## config.mk

```make
export PLATFORM = sky130hd
export DESIGN_NAME = rotary_accumulator
export DESIGN_NICKNAME = d
export VERILOG_FILES = /design/src/rtl/rotary_accumulator.sv
export SDC_FILE = /design/constraint.sdc
export NUM_CORES = 1
export LEC_CHECK = 0
export ABC_CLOCK_PERIOD_IN_PS = 3850
export BUFFER_PORTS_ARGS = -buffer_cell sky130_fd_sc_hd__buf_2
export CORE_MARGIN = 2
export CORE_UTILIZATION = 53
export CTS_CLUSTER_SIZE = 20
export DETAILED_ROUTE_END_ITERATION = 16
export GPL_TIMING_DRIVEN = 0
export PLACE_DENSITY = 0.76
export REMOVE_ABC_BUFFERS = 1
export SLEW_MARGIN = 20
export SYNTH_ARGS = -nofsm -noshare
export SYNTH_HDL_FRONTEND = slang
export SYNTH_SLANG_ARGS = --single-unit
```

## constraint.sdc

```tcl
create_clock -name clk -period 3.85 [get_ports clk]
set_input_delay 0.1925 -clock clk [delete_from_list [all_inputs] [get_ports clk]]
set_output_delay 0.1925 -clock clk [all_outputs]
set_load 0.005 [all_outputs]
```

## src/rtl/rotary_accumulator.sv

```systemverilog
// Rotary encoder accumulator with bounded value, saturate/wrap selection and
// speed-dependent acceleration (IDLE -> RUN -> FAST) driven by step intervals.
module rotary_accumulator #(
    parameter int WIDTH       = 8,
    parameter int MIN_VALUE   = 0,
    parameter int MAX_VALUE   = 255,
    parameter int WRAP        = 0,
    parameter int RESET_VALUE = 0,
    parameter int FAST_WINDOW = 50000,
    parameter int FAST_COUNT  = 3,
    parameter int FAST_STEP   = 10
) (
    input  logic             clk,
    input  logic             rst_n,
    input  logic             in_ccw,
    input  logic             in_cw,
    input  logic             load,
    input  logic [WIDTH-1:0] load_value,
    output logic [WIDTH-1:0] value,
    output logic             changed,
    output logic             at_min,
    output logic             at_max,
    output logic             accel
);

    // Two guard bits keep value +/- step and the clamp comparisons free of overflow.
    localparam int AW = WIDTH + 2;
    localparam int CW = $clog2(FAST_WINDOW + 1);
    localparam int RW = $clog2(FAST_COUNT + 1);

    localparam logic [CW-1:0]        WINDOW_C   = CW'(FAST_WINDOW);
    localparam logic [RW-1:0]        RUN_MAX    = RW'(FAST_COUNT);
    localparam logic [RW-1:0]        RUN_LAST   = RW'(FAST_COUNT - 1);
    localparam logic [WIDTH-1:0]     MIN_W      = WIDTH'(MIN_VALUE);
    localparam logic [WIDTH-1:0]     MAX_W      = WIDTH'(MAX_VALUE);
    localparam logic [WIDTH-1:0]     RESET_W    = WIDTH'(RESET_VALUE);
    localparam logic signed [AW-1:0] MIN_S      = AW'(MIN_VALUE);
    localparam logic signed [AW-1:0] MAX_S      = AW'(MAX_VALUE);
    localparam logic signed [AW-1:0] RANGE_S    = AW'(MAX_VALUE - MIN_VALUE + 1);
    localparam logic signed [AW-1:0] FAST_S     = AW'(FAST_STEP);
    localparam logic signed [AW-1:0] ONE_S      = AW'(1);

    typedef enum logic [1:0] {
        IDLE = 2'd0,
        RUN  = 2'd1,
        FAST = 2'd2
    } state_t;

    state_t           state_q, state_d;
    logic             dir_q, dir_d;
    logic [RW-1:0]    run_cnt_q, run_cnt_d;
    logic [CW-1:0]    interval_q, interval_d;
    logic [WIDTH-1:0] value_q, value_d;
    logic             changed_q;
    logic             big_step;

    logic step_cw, step_ccw, step, conflict, fast_step;
    logic signed [AW-1:0] cur, mag, sum, res, lv, lv_c;

    // A step needs exactly one direction pulse and no load; both pulses together freeze everything.
    assign step_cw   = in_cw & ~in_ccw & ~load;
    assign step_ccw  = in_ccw & ~in_cw & ~load;
    assign step      = step_cw | step_ccw;
    assign conflict  = in_cw & in_ccw & ~load;
    assign fast_step = (interval_q < WINDOW_C);

    // State register: FSM, run tracking, interval timer, value and change flag.
    always_ff @(posedge clk) begin
        if (!rst_n) begin
            state_q    <= IDLE;
            dir_q      <= 1'b0;
            run_cnt_q  <= '0;
            interval_q <= WINDOW_C;
            value_q    <= RESET_W;
            changed_q  <= 1'b0;
        end else begin
            state_q    <= state_d;
            dir_q      <= dir_d;
            run_cnt_q  <= run_cnt_d;
            interval_q <= interval_d;
            value_q    <= value_d;
            changed_q  <= (value_d != value_q);
        end
    end

    // Next-state logic: run building, acceleration entry/exit and idle timeout.
    always_comb begin
        state_d   = state_q;
        dir_d     = dir_q;
        run_cnt_d = run_cnt_q;
        big_step  = 1'b0;
        if (load) begin
            state_d   = IDLE;
            run_cnt_d = '0;
        end else if (step) begin
            if (state_q != IDLE && fast_step && (step_cw == dir_q)) begin
                if (state_q == FAST) begin
                    big_step = 1'b1;
                end else begin
                    if (run_cnt_q < RUN_MAX) begin
                        run_cnt_d = run_cnt_q + RW'(1);
                    end
                    if (run_cnt_q >= RUN_LAST) begin
                        state_d = FAST;
                    end
                end
            end else begin
                state_d   = RUN;
                dir_d     = step_cw;
                run_cnt_d = RW'(1);
            end
        end else if (!conflict && interval_q == WINDOW_C) begin
            state_d   = IDLE;
            run_cnt_d = '0;
        end
    end

    // Interval timer: clears on a step, holds on a conflict, otherwise counts up to the window.
    always_comb begin
        interval_d = interval_q;
        if (step) begin
            interval_d = '0;
        end else if (!conflict && interval_q < WINDOW_C) begin
            interval_d = interval_q + CW'(1);
        end
    end

    // Datapath: signed add/subtract, then wrap or clamp; loads are clamped into range.
    // Wrapping uses a single range correction, so FAST_STEP must not exceed the range.
    always_comb begin
        cur  = $signed({2'b00, value_q});
        mag  = big_step ? FAST_S : ONE_S;
        sum  = step_cw ? (cur + mag) : (cur - mag);
        res  = sum;
        if (WRAP != 0) begin
            if (sum > MAX_S) begin
                res = sum - RANGE_S;
            end else if (sum < MIN_S) begin
                res = sum + RANGE_S;
            end
        end else begin
            if (sum > MAX_S) begin
                res = MAX_S;
            end else if (sum < MIN_S) begin
                res = MIN_S;
            end
        end
        lv   = $signed({2'b00, load_value});
        lv_c = lv;
        if (lv > MAX_S) begin
            lv_c = MAX_S;
        end else if (lv < MIN_S) begin
            lv_c = MIN_S;
        end
        value_d = value_q;
        if (load) begin
            value_d = WIDTH'(lv_c);
        end else if (step) begin
            value_d = WIDTH'(res);
        end
    end

    // Status outputs decoded from registered state.
    always_comb begin
        at_min = (value_q == MIN_W);
        at_max = (value_q == MAX_W);
        accel  = (state_q == FAST);
    end

    assign value   = value_q;
    assign changed = changed_q;

endmodule

```

==> metrics.txt, run 1 <==
Row Count 23; antenna viol nets, final 0; Die Width 69.2 um; final core occ 67.4%; CTS tree built; post-synth top area cell dfxtp_1; yosys warns 0; TritonCTS Buffers 5; Max Clock Skew 5.49 ps; Finish-stage setup viols 1; Die Height 69.2 um; cell area after synthesis 0.00225 mm2; Initial DRC Count 260; Remaining DRCs 0; Via Count 2,360; max-cap viol count 0; PortBufs 24; Die ar. 0.00479 mm2; layout cells sized above 1 23.8%; clock latency on the worst-skew pair 280 ps; hold slack 180 ps; Critical Path RT 4010 ps; R2R Setup Slk -60 ps; Synth cell types 59; GRT Overall Usage 25.4%; FF+latch count, synth 30; Most used DFF post-synth dfxtp_1; Arr. time, crit path 4070 ps; share of the synthesized area in the top cell type 26.7%; Post-CTS Hold Fix Bufs 0; drt pass-1 iters 4; post-synthesis sequential area ratio 26.7%; Initial Util 55.5%; vias per cell 6.04; Async SR Flop Fraction 0%; Worst-Margin Slew 649 ps; Max Clk Rate 0.256 GHz; Routed WL per cell 15.3 um; # IOs 25; area of the multi-input gates 0.00158 mm2; Synth area leaders dfxtp_1, xnor2_1, ha_1; WS Path Type register to register; GPL Wtd Cong 0.918; first-pass GRT wire length 10,200 um; crit-path max cell delay 520 ps; Slew headroom 56.4%; H-tree depth 2; status finished, violations left; fill count 347; grt total ovfl 0; crit path max-delay cell type or4_4; worst path cell trace or4_4, o211ai_1, o211ai_1, nor2_2, nand2_4, fa_2, nor3b_2, o211ai_1, buf_4, buf_6, nand2_1, nor3_1, a2111oi_2, o21ai_1, o41a_1; Worst Hold Class input port to register; Final Hold Fails 0; DP HPWL 3900 um; core box area 0.00406 mm2; worst-path fanout max 7; largest net degree at the start of global routing 19; initial antenna violation count 0; Crit path top cell by count o211ai_1; pwr/cell area 319 mW/mm2; clock buffer depth 2; fin crit period 3910 ps; Area Growth Syn to Fin 21.5%; crit share post-route 102%; Post-synth EDFFs 0; Leak 1.12 nW; Worst setup SP type register; Clock transition at path regs 60 ps; fin. max-slew vios 0; number of diodes 0; Avg Cell Area, Syn 7.69 um2; Seq. cell area 603 um2; Cells after Synth 293; nets@finish 366; drt total wl 5990 um; maximum VDD drop 326 uV; failing checks setup timing; RSZ-0062 raised after global routing yes; Root Driver clkbuf_8; vias in the first global route 2,172; nature of the critical path endpoint register; CTS Sinks 30; setup ws final -58.6 ps
cell type report:
type / instances / share of cell area (%)
multi-input cells: 234 / 57.8
flip-flops and latches: 30 / 22.0
repair buffers: 52 / 12.2
clock buffers: 7 / 3.16
inverters: 17 / 2.33
well taps: 50 / 2.29
clock inverters: 1 / 0.183
state kept, by name (all words and copies together), names as in the netlist:
name and flops:
interval_q 16, value 8, run_cnt_q 2, state_q 2, changed 1, dir_q 1
worst max-delay path, delay by kind of cell, from the launching register on:
kind / cells / cell delay (ps)
adders and majority gates: 1 / 420
AOI/OAI and AO/OA: 6 / 1430
DFF: 1 / 340
buffers and inverters: 2 / 350
and+or+nand+nor: 6 / 1230
per-stage QoR:
stage | total power (W) | cells | worst slack (ps) | setup TNS [ps] | area, um2
final | 0.000873 | 391 | -58.6 | -58.6 | 2740
after global routing | 0.000925 | 391 | -204 | -208 | 2740
after CTS | 0.000859 | 386 | 7.90 | 0 | 2660
after detailed placement | 0.000590 | 355 | -677 | -788 | 2380
after global placement | 0.000585 | 355 | -647 | -718 | 2380
after floorplan | 0.000522 | 281 | -74.6 | -74.6 | 2200
cells in the mapped netlist (2+ instances only):
library cell,n
dfxtp_1,30
nand2_1,29
nor2_1,27
o21ai_0,26
a21oi_1,20
inv_1,17
xnor2_1,16
ha_1,11
nor3_1,7
xor2_1,7
clkbuf_1,6
nand3_1,6
nand4_1,6
and2_1,5
nor2b_1,5
o211ai_1,5
or3_1,5
or4_1,5
buf_2,3
nand2b_1,3
nor4_1,3
o221ai_1,3
a211oi_1,2
a21boi_0,2
a221oi_1,2
a311oi_1,2
a32oi_1,2
and3_1,2
buf_1,2
fa_1,2
o21a_1,2
o221a_2,2
o22ai_1,2
layout by cell type, fill, tap and decap left out, types with 6 or more instances in the layout:
master / synthesis / final
dfxtp_1: 30 / 28
o21ai_0: 26 / 24
buf_2: 3 / 24
nand3_1: 6 / 6
clkbuf_8: 0 / 6
inv_1: 17 / 17
nor3_1: 7 / 7
nand4_1: 6 / 6
xnor2_1: 16 / 16
nor2_1: 27 / 26
xor2_1: 7 / 7
a21oi_1: 20 / 18
buf_4: 0 / 27
ha_1: 11 / 9
nand2_1: 29 / 28
where the power goes:
| group | switching (W) | leakage, nW | internal (W) |
|---|---|---|---|
| clock network | 0.000123 | 0.0482 | 0.000144 |
| logic | 0.000136 | 0.822 | 0.000108 |
| registers | 0.0000323 | 0.247 | 0.000330 |
| total | 0.000292 | 1.12 | 0.000582 |
path summary, 6_finish.rpt:
kind / startpoint / depth (start not counted) / endpoint
worst max-delay path: interval_q[10]$_SDFFE_PP0P_ / 15 / changed$_SDFF_PN0_
worst min-delay path: load_value[0] / 2 / value[0]$_SDFF_PN0_
worst max register to register: interval_q[10]$_SDFFE_PP0P_ / 15 / changed$_SDFF_PN0_
worst min register to register: interval_q[12]$_SDFFE_PP0P_ / 2 / interval_q[12]$_SDFFE_PP0P_
layer usage:
layer / global-route usage [%] / routed length, um / vias up
li1: - / - / 1150
met1: 36.2 / 2810 / 1115
met2: 39.5 / 2750 / 85
met3: 4.94 / 336 / 10
met4: 6.32 / 86 / 0
met5: 0 / 0 / -
timing repair:
action | in CTS | in global routing
pin swaps | 5 | 8
gates resized for setup | 4 | 14
setup buffers | 23 | 5
setup endpoints to repair | 8 | 2
cells by family after synthesis:
family / Yosys count / synth area share (%)
AO/OA/AOI/OAI: 84 / 24.8
XOR/XNOR: 23 / 8.94
adder cells (fa/ha/maj): 13 / 7.89
buffers and inverters: 29 / 5.33
flip-flops: 30 / 26.7
multiplexers: 2 / 0.944
AND/OR/NAND/NOR: 112 / 25.4
Note: power is estimated with default switching activity, not from simulation.
==> run 2, diff against run 1 <==
--- a/config.mk
+++ b/config.mk
@@ -5,14 +5,15 @@
 export SDC_FILE = /design/constraint.sdc
 export NUM_CORES = 1
 export LEC_CHECK = 0
-export ABC_CLOCK_PERIOD_IN_PS = 3850
+export ABC_AREA = 1
+export ABC_CLOCK_PERIOD_IN_PS = 4900
 export BUFFER_PORTS_ARGS = -buffer_cell sky130_fd_sc_hd__buf_2
 export CORE_MARGIN = 2
-export CORE_UTILIZATION = 53
+export CORE_UTILIZATION = 54
 export CTS_CLUSTER_SIZE = 20
 export DETAILED_ROUTE_END_ITERATION = 16
 export GPL_TIMING_DRIVEN = 0
-export PLACE_DENSITY = 0.76
+export PLACE_DENSITY = 0.74
 export REMOVE_ABC_BUFFERS = 1
 export SLEW_MARGIN = 20
 export SYNTH_ARGS = -nofsm -noshare
==> constraint.sdc (replaced) <==
create_clock -name clk -period 4.9 [get_ports clk]
set_input_delay 0.245 -clock clk [delete_from_list [all_inputs] [get_ports clk]]
set_output_delay 0.245 -clock clk [all_outputs]
set_load 0.005 [all_outputs]
==> run 2 against run 1 <==
Compared with the run above: hold slack improved by 59 ps; critical path depth rose by 10; flip-flop and latch count did not move; clock skew rose by 1.9 ps; via count fell by 4.1%; core utilization fell by 4.3 points; the run now ends clean; highest routed layer unchanged; synthesized cell count rose by 24%; global-route usage fell by 2.8 points; final cell count rose by 13%.
==> metrics.txt, run 2 <==
met3 Track Usage GR 3.20% (was 4.94%); Max Clk Rate 0.298 GHz; Worst Hold Class input port to register (unchanged); Worst setup SP type input port (was register); Most used DFF post-synth dfxtp_1 (unchanged); Root Driver clkbuf_8 (unchanged); Max Clock Skew 7.38 ps (was 5.49 ps); Worst-Margin Slew 715 ps (was 649 ps); Die Height 69.5 um (was 69.2 um); core box area 0.00406 mm2 (unchanged); Synth area leaders dfxtp_1, nand2_1, inv_1 (was dfxtp_1, xnor2_1, ha_1); GPL Wtd Cong 0.863 (was 0.918); most frequent cells in the layout nand2_1, inv_1, nand3_1 (was nand2_1, dfxtp_1, buf_4); Final Non-Filler Cells 440 (was 391); fin crit period 3360 ps; total power 0.000653 W (was 0.000873 W); WS Path Type input port to register (was register to register); hold slack 238 ps (was 180 ps); CTS Sinks 30 (unchanged); Post-CTS Hold Fix Bufs 0 (unchanged); most frequent cell after synthesis nand2_1 (was dfxtp_1); share of the synthesized area in the top cell type 25.9% (was 26.7%); fill count 398 (was 347); Cells after Synth 362 (was 293); max-cap viol count 0 (unchanged); Leak 1.29 nW (was 1.12 nW); Initial Util 57.0% (was 55.5%); Die Width 69.5 um (was 69.2 um); status complete, no violations (was finished, violations left); antenna viol nets, final 0 (unchanged); Inst Count DP 432 (was 355); TritonCTS Buffers 5 (unchanged); cell area after synthesis 0.00231 mm2 (was 0.00225 mm2); yosys warns 0 (unchanged); setup TNS 0 ps (was -58.6 ps); clock buffer depth 2 (unchanged); clock latency on the worst-skew pair 290 ps (was 280 ps); global route hottest layer met2 (unchanged); PortBufs 24 (unchanged); post-synthesis sequential area ratio 25.9% (was 26.7%); Hold Crit Start rst_n (was load_value[0]); CTS tree built (unchanged); R2R Path Start interval_q[10]$_SDFFE_PP0P_ (unchanged); Row Count 23 (unchanged); r2r endpoint changed$_SDFF_PN0_ (unchanged); H-tree depth 2 (unchanged); worst-path fanout max 15 (was 7); layout cells sized above 1 14.9% (was 23.8%); commonest non-fill, non-tap cell in the layout nand2_1; largest net degree at the start of global routing 16 (was 19); Final Hold Fails 0 (unchanged); fin. max-slew vios 0 (unchanged); Top reg by flops interval_q (unchanged); WHS Path Cells 2 (unchanged); max reg flops 16 (unchanged); top cells by count, synth nand2_1, inv_1, nand3_1, dfxtp_1, nor2_1 (was dfxtp_1, nand2_1, nor2_1, o21ai_0, a21oi_1); vias per cell 5.15 (was 6.04); Synth cell types 39 (was 59); GR Util met2 41.6% (was 39.5%); Remaining DRCs 0 (unchanged); nets@finish 415 (was 366); RSZ-0062 raised after global routing no (was yes); Routed WL per cell 11.6 um (was 15.3 um); Avg Cell Area, Syn 6.39 um2 (was 7.69 um2); Slew headroom 52.0% (was 56.4%); drt total wl 5110 um (was 5990 um); number of diodes 0 (unchanged); grt total ovfl 0 (unchanged); Arr. time, crit path 3550 ps (was 4070 ps); Post-CTS Setup Repair Bufs 0 (was 23); final core occ 63.2% (was 67.4%); post-synth top area cell dfxtp_1 (unchanged); Die ar. 0.00483 mm2 (was 0.00479 mm2); Critical Path RT 5090 ps (was 4010 ps); GRT Overall Usage 22.7% (was 25.4%); Reg2Reg Depth 24 (was 15); Area Growth Syn to Fin 10.8% (was 21.5%); hold endpoint interval_q[4]$_SDFFE_PN1P_ (was value[0]$_SDFF_PN0_); # IOs 25 (unchanged); met1 Usage GRT 26.6% (was 36.2%); pwr/cell area 255 mW/mm2 (was 319 mW/mm2); Async SR Flop Fraction 0% (unchanged); Initial DRC Count 118 (was 260); nature of the critical path endpoint register (unchanged); maximum VDD drop 172 uV (was 326 uV); Via Count 2,264 (was 2,360); first-pass GRT wire length 8990 um (was 10,200 um); R2R Setup Slk 1600 ps (was -60 ps); Clock transition at path regs 70 ps (was 60 ps); FF+latch count, synth 30 (unchanged); crit share post-route 68.6%; vias in the first global route 2,114 (was 2,172); Post-synth EDFFs 0 (unchanged); initial antenna violation count 0 (unchanged); post-CTS sizing 0 (was 4); drt pass-1 iters 4 (unchanged); Finish-stage setup viols 0 (was 1); DP HPWL 4010 um (was 3900 um)
==> run 2: changes by cell type in the layout (fill, tap and decap cells not counted), moves of 5 or more <==
cell | previous run | this run
o21ai_0 | 24 | 9
nand2_1 | 28 | 114
xnor2_1 | 16 | 3
buf_4 | 27 | 0
and2_1 | 5 | 0
nor2b_1 | 5 | 0
or3_1 | 5 | 0
a21oi_1 | 18 | 25
inv_1 | 17 | 47
nand3_1 | 6 | 33
==> run 2: cell families (layout without fill, tap and decap cells) <==
family / count (synthesis) / after routing / synth area share, %
compound gates: 46 / 46 / 11.8
xor+xnor: 7 / 7 / 2.65
fa+ha+maj: 13 / 13 / 7.68
buf+inv: 54 / 82 / 9.30
flops: 30 / 30 / 25.9
simple gates: 212 / 212 / 42.6
==> run 2: metrics by stage <==
step | cell area (um2) | worst slack [ps]
6_report | 2560 | 1540
5_1_grt | 2560 | 1220
4_1_cts | 2560 | 1530
3_5_place_dp | 2470 | 1240
2_1_floorplan | 2290 | 2010
3_3_place_gp | 2470 | 1310
==> run 2: worst max path at each step <==
stage / from / endpoint / slack [ps] / depth (start not counted)
2_1_floorplan: in_ccw / changed$_SDFF_PN0_ / 2010 / 25
3_3_place_gp: load / changed$_SDFF_PN0_ / 1310 / 23
3_5_place_dp: load / changed$_SDFF_PN0_ / 1240 / 25
4_1_cts: load / changed$_SDFF_PN0_ / 1530 / 25
5_1_grt: load / changed$_SDFF_PN0_ / 1220 / 23
6_report: load / changed$_SDFF_PN0_ / 1540 / 25
==> run 2: worst max-delay path, cell delays in order <==
cell and delay, ps:
buf_2 270, inv_2 140, nand3_4 180, inv_4 130, nor2_8 210, nor2_4 80
nand2_2 180, ha_1 240, inv_1 70, fa_1 430, nand3b_1 180, nand2_1 210
nand3_2 150, nand2_1 90, nand2_1 50, nand2_1 70, nand2_1 70, nand2_1 60
nand2_1 50, inv_1 40, nand3_1 50, nor2_1 130, nand3_1 100, nand2_1 70
inv_1 30
==> run 2: power breakdown <==
group,switching (W),internal [W],leakage [nW]
clock network,0.0000944,0.000113,0.0482
registers,0.0000167,0.000258,0.247
logic,0.000106,0.0000643,0.996
total,0.000217,0.000436,1.29
==> run 2: cell type report <==
type                    count  area [um2]  share of cell area, %
multi-input cells         278        1500                   58.5
flip-flops and latches     30         601                   23.4
inverters                  50         190                   7.42
repair buffers             24         120                   4.69
clock buffers               7        86.3                   3.37
well taps                  50        62.6                   2.44
clock inverters             1        5.00                  0.195
==> run 2: layer usage <==
| metal | wire length, um | part of all wire, % |
|---|---|---|
| met1 | 2370 | 46 |
| met2 | 2520 | 49 |
| met3 | 130 | 2.5 |
| met4 | 92 | 1.8 |
| met5 | 0 | 0 |
